==> src/rtl/tdm_mux_seq_if.sv <==
// rtl/tdm_mux_seq_if.sv - channel, mask and serial-output bundle for tdm_mux_seq
interface tdm_mux_seq_if;
    logic       en;
    logic       i0;
    logic       i1;
    logic       i2;
    logic       i3;
    logic       i4;
    logic       i5;
    logic       i6;
    logic       i7;
    logic [7:0] mask;
    logic       o;
    logic [2:0] sel;
    logic       o_valid;
    logic       frame_start;

    modport master (
        output en, i0, i1, i2, i3, i4, i5, i6, i7, mask,
        input  o, sel, o_valid, frame_start
    );

    modport slave (
        input  en, i0, i1, i2, i3, i4, i5, i6, i7, mask,
        output o, sel, o_valid, frame_start
    );
endinterface

==> src/rtl/tdm_mux_seq.sv <==
// rtl/tdm_mux_seq.sv - round-robin 8-to-1 TDM sequencer with frame marker
// Optional macro TDM_MUX_MASK_EN: honour the mask port (otherwise all slots enabled).
module tdm_mux_seq #(
    parameter int unsigned DWELL = 4
) (
    input  logic         clk,
    input  logic         reset,
    tdm_mux_seq_if.slave bus
);
    typedef enum logic {IDLE, RUN} state_t;

    localparam logic [7:0] DWELL_LAST = 8'(DWELL - 1);

    state_t     state_q, state_d;
    logic [2:0] sel_q, sel_d;
    logic [7:0] dwell_q, dwell_d;
    logic       o_q, o_d;
    logic       valid_q, valid_d;
    logic       fs_q, fs_d;

    logic [7:0] eff_mask;
    logic [7:0] chan;
    logic       any_en;
    logic [2:0] first_slot;
    logic [2:0] upper_slot;
    logic       has_upper;
    logic [2:0] next_slot;
    logic       next_wraps;

`ifdef TDM_MUX_MASK_EN
    assign eff_mask = bus.mask;
`else
    logic unused_mask;
    assign unused_mask = ^bus.mask;
    assign eff_mask    = 8'hFF;
`endif

    assign chan   = {bus.i7, bus.i6, bus.i5, bus.i4, bus.i3, bus.i2, bus.i1, bus.i0};
    assign any_en = |eff_mask;

    // Lowest enabled slot overall, and lowest enabled slot strictly above sel_q.
    always_comb begin
        first_slot = 3'd0;
        upper_slot = 3'd0;
        has_upper  = 1'b0;
        for (int n = 7; n >= 0; n--) begin
            if (eff_mask[n]) begin
                first_slot = 3'(n);
                if (n > int'(sel_q)) begin
                    upper_slot = 3'(n);
                    has_upper  = 1'b1;
                end
            end
        end
        next_slot  = has_upper ? upper_slot : first_slot;
        next_wraps = !has_upper;
    end

    always_comb begin
        state_d = state_q;
        sel_d   = sel_q;
        dwell_d = dwell_q;
        o_d     = o_q;
        valid_d = 1'b0;
        fs_d    = 1'b0;
        case (state_q)
            IDLE: begin
                if (bus.en && any_en) begin
                    state_d = RUN;
                    sel_d   = first_slot;
                    dwell_d = 8'd0;
                    fs_d    = 1'b1;
                end
            end
            RUN: begin
                if (!bus.en) begin
                    state_d = IDLE;
                    dwell_d = 8'd0;
                end else begin
                    o_d     = chan[sel_q];
                    valid_d = 1'b1;
                    if (dwell_q == DWELL_LAST) begin
                        dwell_d = 8'd0;
                        if (!any_en) begin
                            state_d = IDLE;
                        end else begin
                            sel_d = next_slot;
                            fs_d  = next_wraps;
                        end
                    end else begin
                        dwell_d = dwell_q + 8'd1;
                    end
                end
            end
            default: state_d = IDLE;
        endcase
    end

    always_ff @(posedge clk) begin
        if (reset) begin
            state_q <= IDLE;
            sel_q   <= 3'd0;
            dwell_q <= 8'd0;
            o_q     <= 1'b0;
            valid_q <= 1'b0;
            fs_q    <= 1'b0;
        end else begin
            state_q <= state_d;
            sel_q   <= sel_d;
            dwell_q <= dwell_d;
            o_q     <= o_d;
            valid_q <= valid_d;
            fs_q    <= fs_d;
        end
    end

    assign bus.o           = o_q;
    assign bus.sel         = sel_q;
    assign bus.o_valid     = valid_q;
    assign bus.frame_start = fs_q;
endmodule

==> src/flat_wrapper.sv <==
// flat-port wrapper written by rule: the top's interface ports become plain ports
module tdm_mux_seq_flat 
#(
    parameter int unsigned DWELL = 4
)
  (clk, reset, bus_en, bus_i0, bus_i1, bus_i2, bus_i3, bus_i4, bus_i5, bus_i6, bus_i7, bus_mask, bus_o, bus_sel, bus_o_valid, bus_frame_start);
  tdm_mux_seq_if bus_i ();
  input  logic clk;
  input  logic reset;
  input wire logic [$bits(bus_i.en)-1:0] bus_en;
  input wire logic [$bits(bus_i.i0)-1:0] bus_i0;
  input wire logic [$bits(bus_i.i1)-1:0] bus_i1;
  input wire logic [$bits(bus_i.i2)-1:0] bus_i2;
  input wire logic [$bits(bus_i.i3)-1:0] bus_i3;
  input wire logic [$bits(bus_i.i4)-1:0] bus_i4;
  input wire logic [$bits(bus_i.i5)-1:0] bus_i5;
  input wire logic [$bits(bus_i.i6)-1:0] bus_i6;
  input wire logic [$bits(bus_i.i7)-1:0] bus_i7;
  input wire logic [$bits(bus_i.mask)-1:0] bus_mask;
  output wire logic [$bits(bus_i.o)-1:0] bus_o;
  output wire logic [$bits(bus_i.sel)-1:0] bus_sel;
  output wire logic [$bits(bus_i.o_valid)-1:0] bus_o_valid;
  output wire logic [$bits(bus_i.frame_start)-1:0] bus_frame_start;
  assign bus_i.en = bus_en;
  assign bus_i.i0 = bus_i0;
  assign bus_i.i1 = bus_i1;
  assign bus_i.i2 = bus_i2;
  assign bus_i.i3 = bus_i3;
  assign bus_i.i4 = bus_i4;
  assign bus_i.i5 = bus_i5;
  assign bus_i.i6 = bus_i6;
  assign bus_i.i7 = bus_i7;
  assign bus_i.mask = bus_mask;
  assign bus_o = bus_i.o;
  assign bus_sel = bus_i.sel;
  assign bus_o_valid = bus_i.o_valid;
  assign bus_frame_start = bus_i.frame_start;
  tdm_mux_seq #(.DWELL(DWELL)) u_core (.clk(clk), .reset(reset), .bus(bus_i));
endmodule
==> config.mk <==
export PLATFORM = sky130hd
export DESIGN_NAME = tdm_mux_seq_flat
export DESIGN_NICKNAME = d
export VERILOG_FILES = /design/src/rtl/tdm_mux_seq_if.sv /design/src/rtl/tdm_mux_seq.sv /design/src/flat_wrapper.sv
export SDC_FILE = /design/constraint.sdc
export NUM_CORES = 1
export LEC_CHECK = 0
export BUFFER_PORTS_ARGS = -buffer_cell sky130_fd_sc_hd__buf_2
export CORE_MARGIN = 8
export CORE_UTILIZATION = 35
export CTS_CLUSTER_SIZE = 8
export DETAILED_ROUTE_END_ITERATION = 10
export SYNTH_ARGS = -nofsm -noshare
export SYNTH_HDL_FRONTEND = slang
export SYNTH_SLANG_ARGS = --single-unit
==> constraint.sdc <==
create_clock -name clk -period 2.6 [get_ports clk]
set_input_delay 0.26 -clock clk [delete_from_list [all_inputs] [get_ports clk]]
set_output_delay 0.26 -clock clk [all_outputs]
set_load 0.02 [all_outputs]
=== Word level (Yosys, flattened, before mapping) ===
Index checks and enable logic that the tools add are counted.

* Word-level logic and storage cells: 53
* Output and inout bits: 6
* Register bits: 15

* Equal/unequal tests: 4
* Magnitude comparators: 8
* Reduce and logical (&&, ||, !) cells: 4
* Bitwise gates (word level): 1
* Multiplexer cells: 29
* $add $sub $neg: 1

{| class="wikitable"
|+ Operators by type and width
! operator !! count
|-
| 3-bit 2-to-1 mux || 11
|-
| 8-bit 2-to-1 mux || 3
|-
| 8-bit one-hot mux with 2 select lines || 1
|-
| 3-bit > comparator (first input constant) || 4
|-
| 1-bit 2-to-1 mux || 11
|-
| 8-bit by 1-bit adder with 8-bit output (second input constant) || 1
|-
| 8-bit by 2-bit == test with 1-bit output (second input constant) || 1
|-
| 2-bit by 3-bit > comparator with 1-bit output (first input constant) || 2
|-
| 2-bit inequality test (second input constant) || 3
|-
| 3-bit one-hot mux with 2 select lines || 1
|-
| 3-bit by 4-bit less-than comparator with 1-bit output (second input constant) || 1
|-
| 1-bit binary-select mux with 3-bit select || 1
|-
| 1-bit by 3-bit > comparator with 1-bit output (first input constant) || 1
|-
| 3-bit AND reduction || 1
|-
| 1-bit one-hot mux with 2 select lines || 1
|-
| 2-bit AND reduction || 1
|-
| 2-bit OR reduction || 1
|-
| 1-bit logical NOT || 1
|-
| 1-bit inverter || 1
|}

=== Depth between registers and ports, before layout ===
Gate-level depths: netlist of the first run.

* Depth after elaboration: 12
* Gate-level depth with buffers: 6
* Gate-level depth less buffers: 6

=== Worst setup path after synthesis of the first run ===
Ideal clock, no wire load.

* Kind: flip-flop to flip-flop
* Start point: reg u_core.sel_q[0], in the netlist u_core.bus.sel[0]
* End point: reg u_core.fs_q, in the netlist u_core.bus.frame_start
* Path slack: 931 ps
* Arrival: 1539 ps
* Path buffers: 0
* Stages on the path, launching flop included: 7
* Cells stage by stage: dfxtp_1 inv_1 ha_1 maj3_1 nand3_1 a21oi_2 nor2b_1

* Cells in the longest elaborated chain, start to end: 12
* Elaborated cells between the ends (all ways): 18
* Those cells by class: 7 x order compare; 10 x mux; 1 x reduce/logical

{| class="wikitable"
|+ RTL lines
! what !! RTL line !! source
|-
| start: declaration || tdm_mux_seq.sv:15 || <nowiki>logic [2:0] sel_q, sel_d;</nowiki>
|-
| start signal: assignment || tdm_mux_seq.sv:109 || <nowiki>sel_q <= sel_d;</nowiki>
|-
| 3-bit > comparator || tdm_mux_seq.sv:49 || <nowiki>if (n > int'(sel_q)) begin</nowiki>
|-
| 1-bit 2-to-1 mux (6 in series) || tdm_mux_seq.sv:49 ||
|-
| 1-bit 2-to-1 mux * || tdm_mux_seq.sv:49 ||
|-
| 1-bit logical NOT * || tdm_mux_seq.sv:56 || <nowiki>next_wraps = !has_upper;</nowiki>
|-
| 1-bit 2-to-1 mux * || tdm_mux_seq.sv:82 || <nowiki>if (dwell_q == DWELL_LAST) begin</nowiki>
|-
| 1-bit 2-to-1 mux * || tdm_mux_seq.sv:76 || <nowiki>if (!bus.en) begin</nowiki>
|-
| 1-bit one-hot mux with 2 select lines * || tdm_mux_seq.sv:66 || <nowiki>case (state_q)</nowiki>
|-
| end signal: assignment || tdm_mux_seq.sv:113 || <nowiki>fs_q <= fs_d;</nowiki>
|-
| end: declaration || tdm_mux_seq.sv:19 || <nowiki>logic fs_q, fs_d;</nowiki>
|}

Mark *: on every way between the ends. The rest lies on a longest branch, timed or not.
A chain may end at the register's enable or synchronous reset.

=== Worst setup path after layout of the first run ===
* Start point: reg u_core.dwell_q[0]
* End point: reg u_core.dwell_q[4]

* Cells in the longest elaborated chain, start to end: 4
* Elaborated cells between the ends (all ways): 5
* Those cells by class: 1 x add/sub; 1 x eq/ne; 3 x mux

{| class="wikitable"
|+ RTL lines
! what !! RTL line !! source
|-
| start: declaration || tdm_mux_seq.sv:16 || <nowiki>logic [7:0] dwell_q, dwell_d;</nowiki>
|-
| start signal: assignment || tdm_mux_seq.sv:110 || <nowiki>dwell_q <= dwell_d;</nowiki>
|-
| 8-bit by 1-bit adder with 8-bit output / 8-bit by 2-bit == test with 1-bit output (equally long branches) || tdm_mux_seq.sv:91, tdm_mux_seq.sv:82 ||
|-
| 8-bit 2-to-1 mux * || tdm_mux_seq.sv:82 ||
|-
| 8-bit 2-to-1 mux * || tdm_mux_seq.sv:76 ||
|-
| 8-bit one-hot mux with 2 select lines * || tdm_mux_seq.sv:66 ||
|}

Marks and branches as above.

==> qor.yml, run 1 <==
placed_design:
  gp_congestion: 0.746
  dpl.hpwl_um: 1220
  place_ws_ns: 0.872
  numPortBuffers: 16
worst_setup_path:
  critPathTopFamily: "simple AND/OR/NAND/NOR gates"
  worst-path-buf-inv: 0
  cp_cell_sequence: "ha_1 -> or4b_4 -> o21ai_2 -> o21bai_1 -> a21o_1"
  start_kind: "flip-flop"
  critPathKind: "reg -> reg"
  worst_ep_required_time_ns: 2.79
  critPathCaptureType: "flip-flop"
  critPathMaxFanout: 5
  crit_path_top_delay_cell: "or4b_4"
  max_stage_delay_ns: 0.51
  arrival_ns: 1.92
  crit-reg2reg-capture: "u_core.dwell_q[4]"
  reg2reg_from: "u_core.dwell_q[0]"
  r2r_slack_ns: 0.86
  reg2regPathDepth: 5
power_and_ir_drop:
  p_leak_nw: 0.384
  combPwrFrac_pct: 8.2
  ir_drop_uv: 191
  power.density_nw_per_um2: 433
  power.internal_w: 0.000307
  seq_power_share_pct: 58.8
  total_power_w: 0.000401
  power_switching_w: 0.0000935
  switching_share_pct: 23.3
  clkPwrFrac_pct: 33.0
run:
  max_cap_violations: 0
floorplan:
  dieHeight_um: 63.5
  ioPinCount: 25
  die_x_um: 63.5
  fp.coreArea_um2: 2170
  initial_core_util_pct: 36.3
  num_rows: 17
  die_area_um2: 4030
layout:
  seq_area_um2: 300
  num_antenna_cells: 0
  drive_gt1_share_pct: 24.8
  area_growth_pct: 17.5
  nets: 129
  num-fill-cells: 228
  final_util_pct: 42.7
  multiInputGateArea_um2: 465
global_routing:
  grt_pass1_wl_um: 2830
  grt_overflow: 0
  gr-usage-all-layers_pct: 8.50
  grt_max_degree: 13
  antenna_found_initial: 0
  grt_pass1_vias: 642
hold_path:
  hp-start: "bus_en"
  hp-class: "in -> reg"
  holdPathEnd: "u_core.state_q"
  holdPathStages: 2
clock_network:
  clkTransAtPathRegs_ns: 0.09
  cts.sinks: 15
  tritoncts: "done"
  ctsResizeCount: 0
  hold_buffers: 0
  clk_latency_ns: 0.28
  clock-root-buffer: "clkbuf_4"
  cts_max_level: 1
  post_cts_buffers: 0
  cts.path.max_buffers: 2
  cts_buffers: 3
synthesis:
  ys_seq_area_share_pct: 38.1
  syn_nets: 109
  synth_warnings: 0
  yosys-top-cells-count: "15 x dfxtp_1, 8 x nor2_1, 7 x nand2_1"
  synth_top_cell_area_share_pct: 38.1
  synth_area_um2: 788
  ys_async_sr_fraction_pct: 0
  yosys.area.top_type: "dfxtp_1"
  synth.area.top_cells: "dfxtp_1 38%, ha_1 6.3%, mux4_2 5.7%"
  yosysUniqueCellTypes: 37
  syn_inst: 86
  synth.avg_cell_area_um2: 9.17
  synth_most_common_cell: "dfxtp_1"
  synth-edff-count: 0
  synth_ff_type: "dfxtp_1"
  ys_ff_latch: 15
routing:
  wl_um: 1600
  vias: 686
  wl_per_cell_um: 12.0
  drtPass1Iterations: 4
  drtIter0Drc: 15
  drcViolationCount: 0
  ant_nets: 0
  viasPerCell: 5.16
sta:
  fin_ws_ns: 0.863
  rsz0062_at_grt: "false"
  finalCriticalPeriod_ns: 1.74
  max-slew-margin-rel_pct: 68.0
  tns_ns: 0
  finalHoldViolCount: 0
  drv_slew: 0
  finalSetupViolations: 0
  fin_crit_sh_pct: 66.8
  worstMarginPinSlew_ns: 0.477
  finClkSkew_ns: 0.00342
  fmax_mhz: 576
run_status:
  outcome: "completed"
layer usage:
metal  track usage, %  vias to the layer above  part of all wire (%)
met4             3.90                        0                   1.3
met5                0                        -                     0
met2             13.1                       12                    46
li1                 -                      357                     -
met3             4.24                        5                   5.4
met1             9.59                      312                    47
kinds of logic (layout without fill, tap and decap cells):
kind of cell	count (synthesis)	after routing	share of synthesized area [%]
flip-flops	15	15	38.1
buffers and inverters	6	25	2.86
XOR/XNOR	1	1	1.11
AND/OR/NAND/NOR	38	38	27.0
adder cells (fa/ha/maj)	5	5	7.62
multiplexers	4	4	8.25
AO/OA/AOI/OAI	17	17	15.1
worst max path at each step:
stage,startpoint,to,depth (start not counted)
floorplan,u_core.bus.sel[0],u_core.bus.frame_start,6
global placement,u_core.dwell_q[0],u_core.dwell_q[4],5
detailed placement,u_core.dwell_q[0],u_core.dwell_q[4],5
CTS,u_core.dwell_q[0],u_core.dwell_q[4],5
global route,u_core.dwell_q[0],u_core.dwell_q[4],5
finish,u_core.dwell_q[0],u_core.dwell_q[4],5
layout by cell type, fill, tap and decap left out, drive strengths merged, types with 3 or more instances in the layout:
| cell | Yosys | layout |
|---|---|---|
| inv | 5 | 5 |
| clkbuf | 1 | 4 |
| a21oi | 4 | 4 |
| ha | 4 | 4 |
| buf | 0 | 16 |
| o21ai | 3 | 3 |
| nor2 | 8 | 8 |
| nand2 | 7 | 7 |
| nand3 | 6 | 6 |
| dfxtp | 15 | 15 |
metrics by stage:
step | instances | area [um2] | hold WS (ns)
3_5_place_dp | 129 | 900 | 0.490
3_3_place_gp | 129 | 900 | 0.484
2_1_floorplan | 86 | 788 | 0.388
5_1_grt | 133 | 926 | 0.269
4_1_cts | 133 | 926 | 0.269
6_report | 133 | 926 | 0.274
sequential cells by signal, summed over array words and instances, names as in the netlist:
| signal | cells |
|---|---|
| u_core.dwell_q | 8 |
| u_core.bus.sel | 3 |
| u_core.bus.frame_start | 1 |
| u_core.bus.o | 1 |
| u_core.bus.o_valid | 1 |
| u_core.state_q | 1 |
layout make-up:
| cell class | instances | share of cell area, % |
|---|---|---|
| Tap cell | 28 | 3.78 |
| Multi-Input combinational cell | 65 | 50.3 |
| Clock buffer | 4 | 2.84 |
| Inverter | 5 | 2.03 |
| Sequential cell | 15 | 32.4 |
| Timing Repair Buffer | 16 | 8.65 |
power by group through the flow:
stage	combinational, W	clock (W)	sequential (W)
floorplan	0.0000169	0	0.000243
global placement	0.0000325	0	0.000241
detailed placement	0.0000333	0	0.000241
CTS	0.0000335	0.000140	0.000236
global route	0.0000368	0.000148	0.000236
finish	0.0000329	0.000132	0.000236
(Power assumes the default switching activity.)
==> run 2: changes to the inputs <==
Clock period 2.6 ns to 1.4 ns, I/O delays scaled along.
==> qor.yml, run 2 (same netlist as run 1, synthesis figures left out) <==
run_status:
  outcome: "finished, violations left"  # was completed
  failed_checks: "setup timing"
hold_path:
  hp-start: "bus_en"  # unchanged
  hp-class: "in -> reg"  # unchanged
worst_setup_path:
  start_kind: "flip-flop"  # unchanged
  reg2regPathDepth: 5  # unchanged
  critPathKind: "reg -> reg"  # unchanged
  max_stage_delay_ns: 0.51  # about the same
  worst_ep_required_time_ns: 1.63  # was 2.79 ns
  crit_start: "u_core.dwell_q[0]"  # unchanged
  crit_path_top_delay_cell: "or4b_4"  # unchanged
  worst-path-buf-inv: 0  # unchanged
  critPathTopFamily: "simple AND/OR/NAND/NOR gates"  # unchanged
  critPathMaxFanout: 4  # was 5
  cp_cell_sequence: "ha_4 -> or4b_4 -> a2bb2oi_4 -> a21oi_2 -> nor2b_2"  # was ha_1 -> or4b_4 -> o21ai_2 -> o21bai_1 -> a21o_1
  reg2reg_from: "u_core.dwell_q[0]"  # unchanged
  arrival_ns: 1.78  # was 1.92 ns
  cp-endpoint: "u_core.bus.frame_start"  # was u_core.dwell_q[4]
  r2r_slack_ns: -0.15  # was 0.86 ns
  path_depth: 5  # unchanged
  critPathCaptureType: "flip-flop"  # unchanged
  crit-reg2reg-capture: "u_core.bus.frame_start"  # was u_core.dwell_q[4]
routing:
  wl_um: 2160  # was 1600 um
  wl_per_cell_um: 14.1  # was 12.0 um
  drtIter0Drc: 8  # was 15
  vias: 787  # was 686
  viasPerCell: 5.14  # was 5.16
  drcViolationCount: 0  # unchanged
  drtPass1Iterations: 4  # unchanged
  ant_nets: 0  # unchanged
run:
  max_cap_violations: 0  # unchanged
floorplan:
  initial_core_util_pct: 36.3  # unchanged
  die_area_um2: 4030  # unchanged
  die_x_um: 63.5  # unchanged
  num_rows: 17  # unchanged
  ioPinCount: 25  # unchanged
  fp.coreArea_um2: 2170  # unchanged
  dieHeight_um: 63.5  # unchanged
sta:
  max-slew-margin-rel_pct: 75.4  # was 68.0%
  finClkSkew_ns: 0.00387  # was 0.00342 ns
  worstMarginPinSlew_ns: 0.366  # was 0.477 ns
  finalHoldViolCount: 0  # unchanged
  fmax_mhz: 644  # was 576 MHz
  tns_ns: -0.978  # was 0 ns
  rsz0062_at_grt: "true"  # was false
  finalSetupViolations: 8  # was 0
  finalCriticalPeriod_ns: 1.55  # was 1.74 ns
  fin_crit_sh_pct: 111  # was 66.8%
  fin_ws_ns: -0.154  # was 0.863 ns
  drv_slew: 0  # unchanged
placed_design:
  numPortBuffers: 16  # unchanged
  dpl.hpwl_um: 1690  # was 1220 um
  gp_congestion: 0.809  # was 0.746
layout:
  layout_commonest_cell: "buf_4"  # was buf_2
  num_antenna_cells: 0  # unchanged
  area_growth_pct: 48.9  # was 17.5%
  final_util_pct: 54.1  # was 42.7%
  nets: 149  # was 129
  regMostFlops: "u_core.dwell_q"  # unchanged
  multiInputGateArea_um2: 549  # was 465 um2
  seq_area_um2: 307  # was 300 um2
  drive_gt1_share_pct: 46.4  # was 24.8%
  mostFrequentLayoutCells: "18 x buf_4, 16 x buf_2, 12 x dfxtp_1"  # was 16 x buf_2, 15 x dfxtp_1, 8 x nor2_1
  largest_reg_flops: 8  # unchanged
  num-fill-cells: 222  # was 228
clock_network:
  cts.path.max_buffers: 2  # unchanged
  cts.sinks: 15  # unchanged
  cts_buffers: 3  # unchanged
  clkTransAtPathRegs_ns: 0.09  # about the same
  tritoncts: "done"  # unchanged
  cts_max_level: 1  # unchanged
  hold_buffers: 0  # unchanged
  clk_latency_ns: 0.28  # about the same
  clock-root-buffer: "clkbuf_4"  # unchanged
global_routing:
  grt_pass1_wl_um: 3640  # was 2830 um
  antenna_found_initial: 0  # unchanged
  grt_max_degree: 12  # was 13
  gr-usage-all-layers_pct: 10.7  # was 8.50%
  grt_overflow: 0  # unchanged
  grt_pass1_vias: 879  # was 642
power_and_ir_drop:
  p_leak_nw: 0.494  # was 0.384 nW
  total_power_w: 0.000774  # was 0.000401 W
  ir_drop_uv: 453  # was 191 uV
  power.density_nw_per_um2: 660  # was 433 nW/um2
-- run 2: cell types whose count changed in the layout (fill, tap and decap cells not counted), sizes merged --
cell,change
buf,+20
-- run 2: worst min-delay path by stage --
stage	depth (start not counted)	endpoint
3_3_place_gp	2	u_core.bus.o
4_1_cts	3	u_core.dwell_q[0]
3_5_place_dp	2	u_core.bus.o
2_1_floorplan	1	u_core.state_q
5_1_grt	3	u_core.dwell_q[5]
6_report	3	u_core.state_q
-- run 2: timing repair --
item,CTS,global route
pin swaps,3,5
resized for setup,3,10
setup endpoints to repair,9,11
gates cloned,0,0
setup buffers,1,1
-- run 2: worst reg2reg max path: cells and delay by family, from the launching register on --
| family | cells | cell delay, ns |
|---|---|---|
| AO/OA/AOI/OAI | 2 | 0.32 |
| adder cells (fa/ha/maj) | 1 | 0.13 |
| AND/OR/NAND/NOR | 2 | 0.67 |
| flip-flops | 1 | 0.37 |
-- run 2: report_power, final --
part	switching, W	internal [W]	leakage (nW)	total [W]
logic	0.0000463	0.0000434	0.355	0.0000897
clock network	0.000139	0.000111	0.0150	0.000249
registers	0.00000343	0.000432	0.123	0.000435
total	0.000189	0.000586	0.494	0.000774
-- run 2: area by class of cell --
cell class | count | area share [%]
Clock buffer | 4 | 2.24
Sequential cell | 15 | 26.1
Inverter | 5 | 1.60
Tap cell | 28 | 2.99
Multi-Input combinational cell | 65 | 46.8
Timing Repair Buffer | 36 | 20.3
-- run 2: layer usage --
layer	up-vias	part of all wire, %	global-route usage, %
li1	392	-	-
met1	374	40	11.4
met2	19	55	19.5
met3	2	4.9	3.53
met4	0	0.37	3.06
met5	-	0	0
-- run 2: through the flow --
| stage | instance area, um2 | setup WS, ns | hold slack [ns] | instances |
|---|---|---|---|---|
| after floorplan | 830 | -0.104 | 0.268 | 86 |
| after CTS | 1120 | -0.178 | 0.205 | 152 |
| after global routing | 1170 | -0.215 | 0.211 | 153 |
| after detailed placement | 1080 | -0.163 | 0.510 | 147 |
| final | 1170 | -0.154 | 0.217 | 153 |
| after global placement | 1080 | -0.112 | 0.487 | 147 |
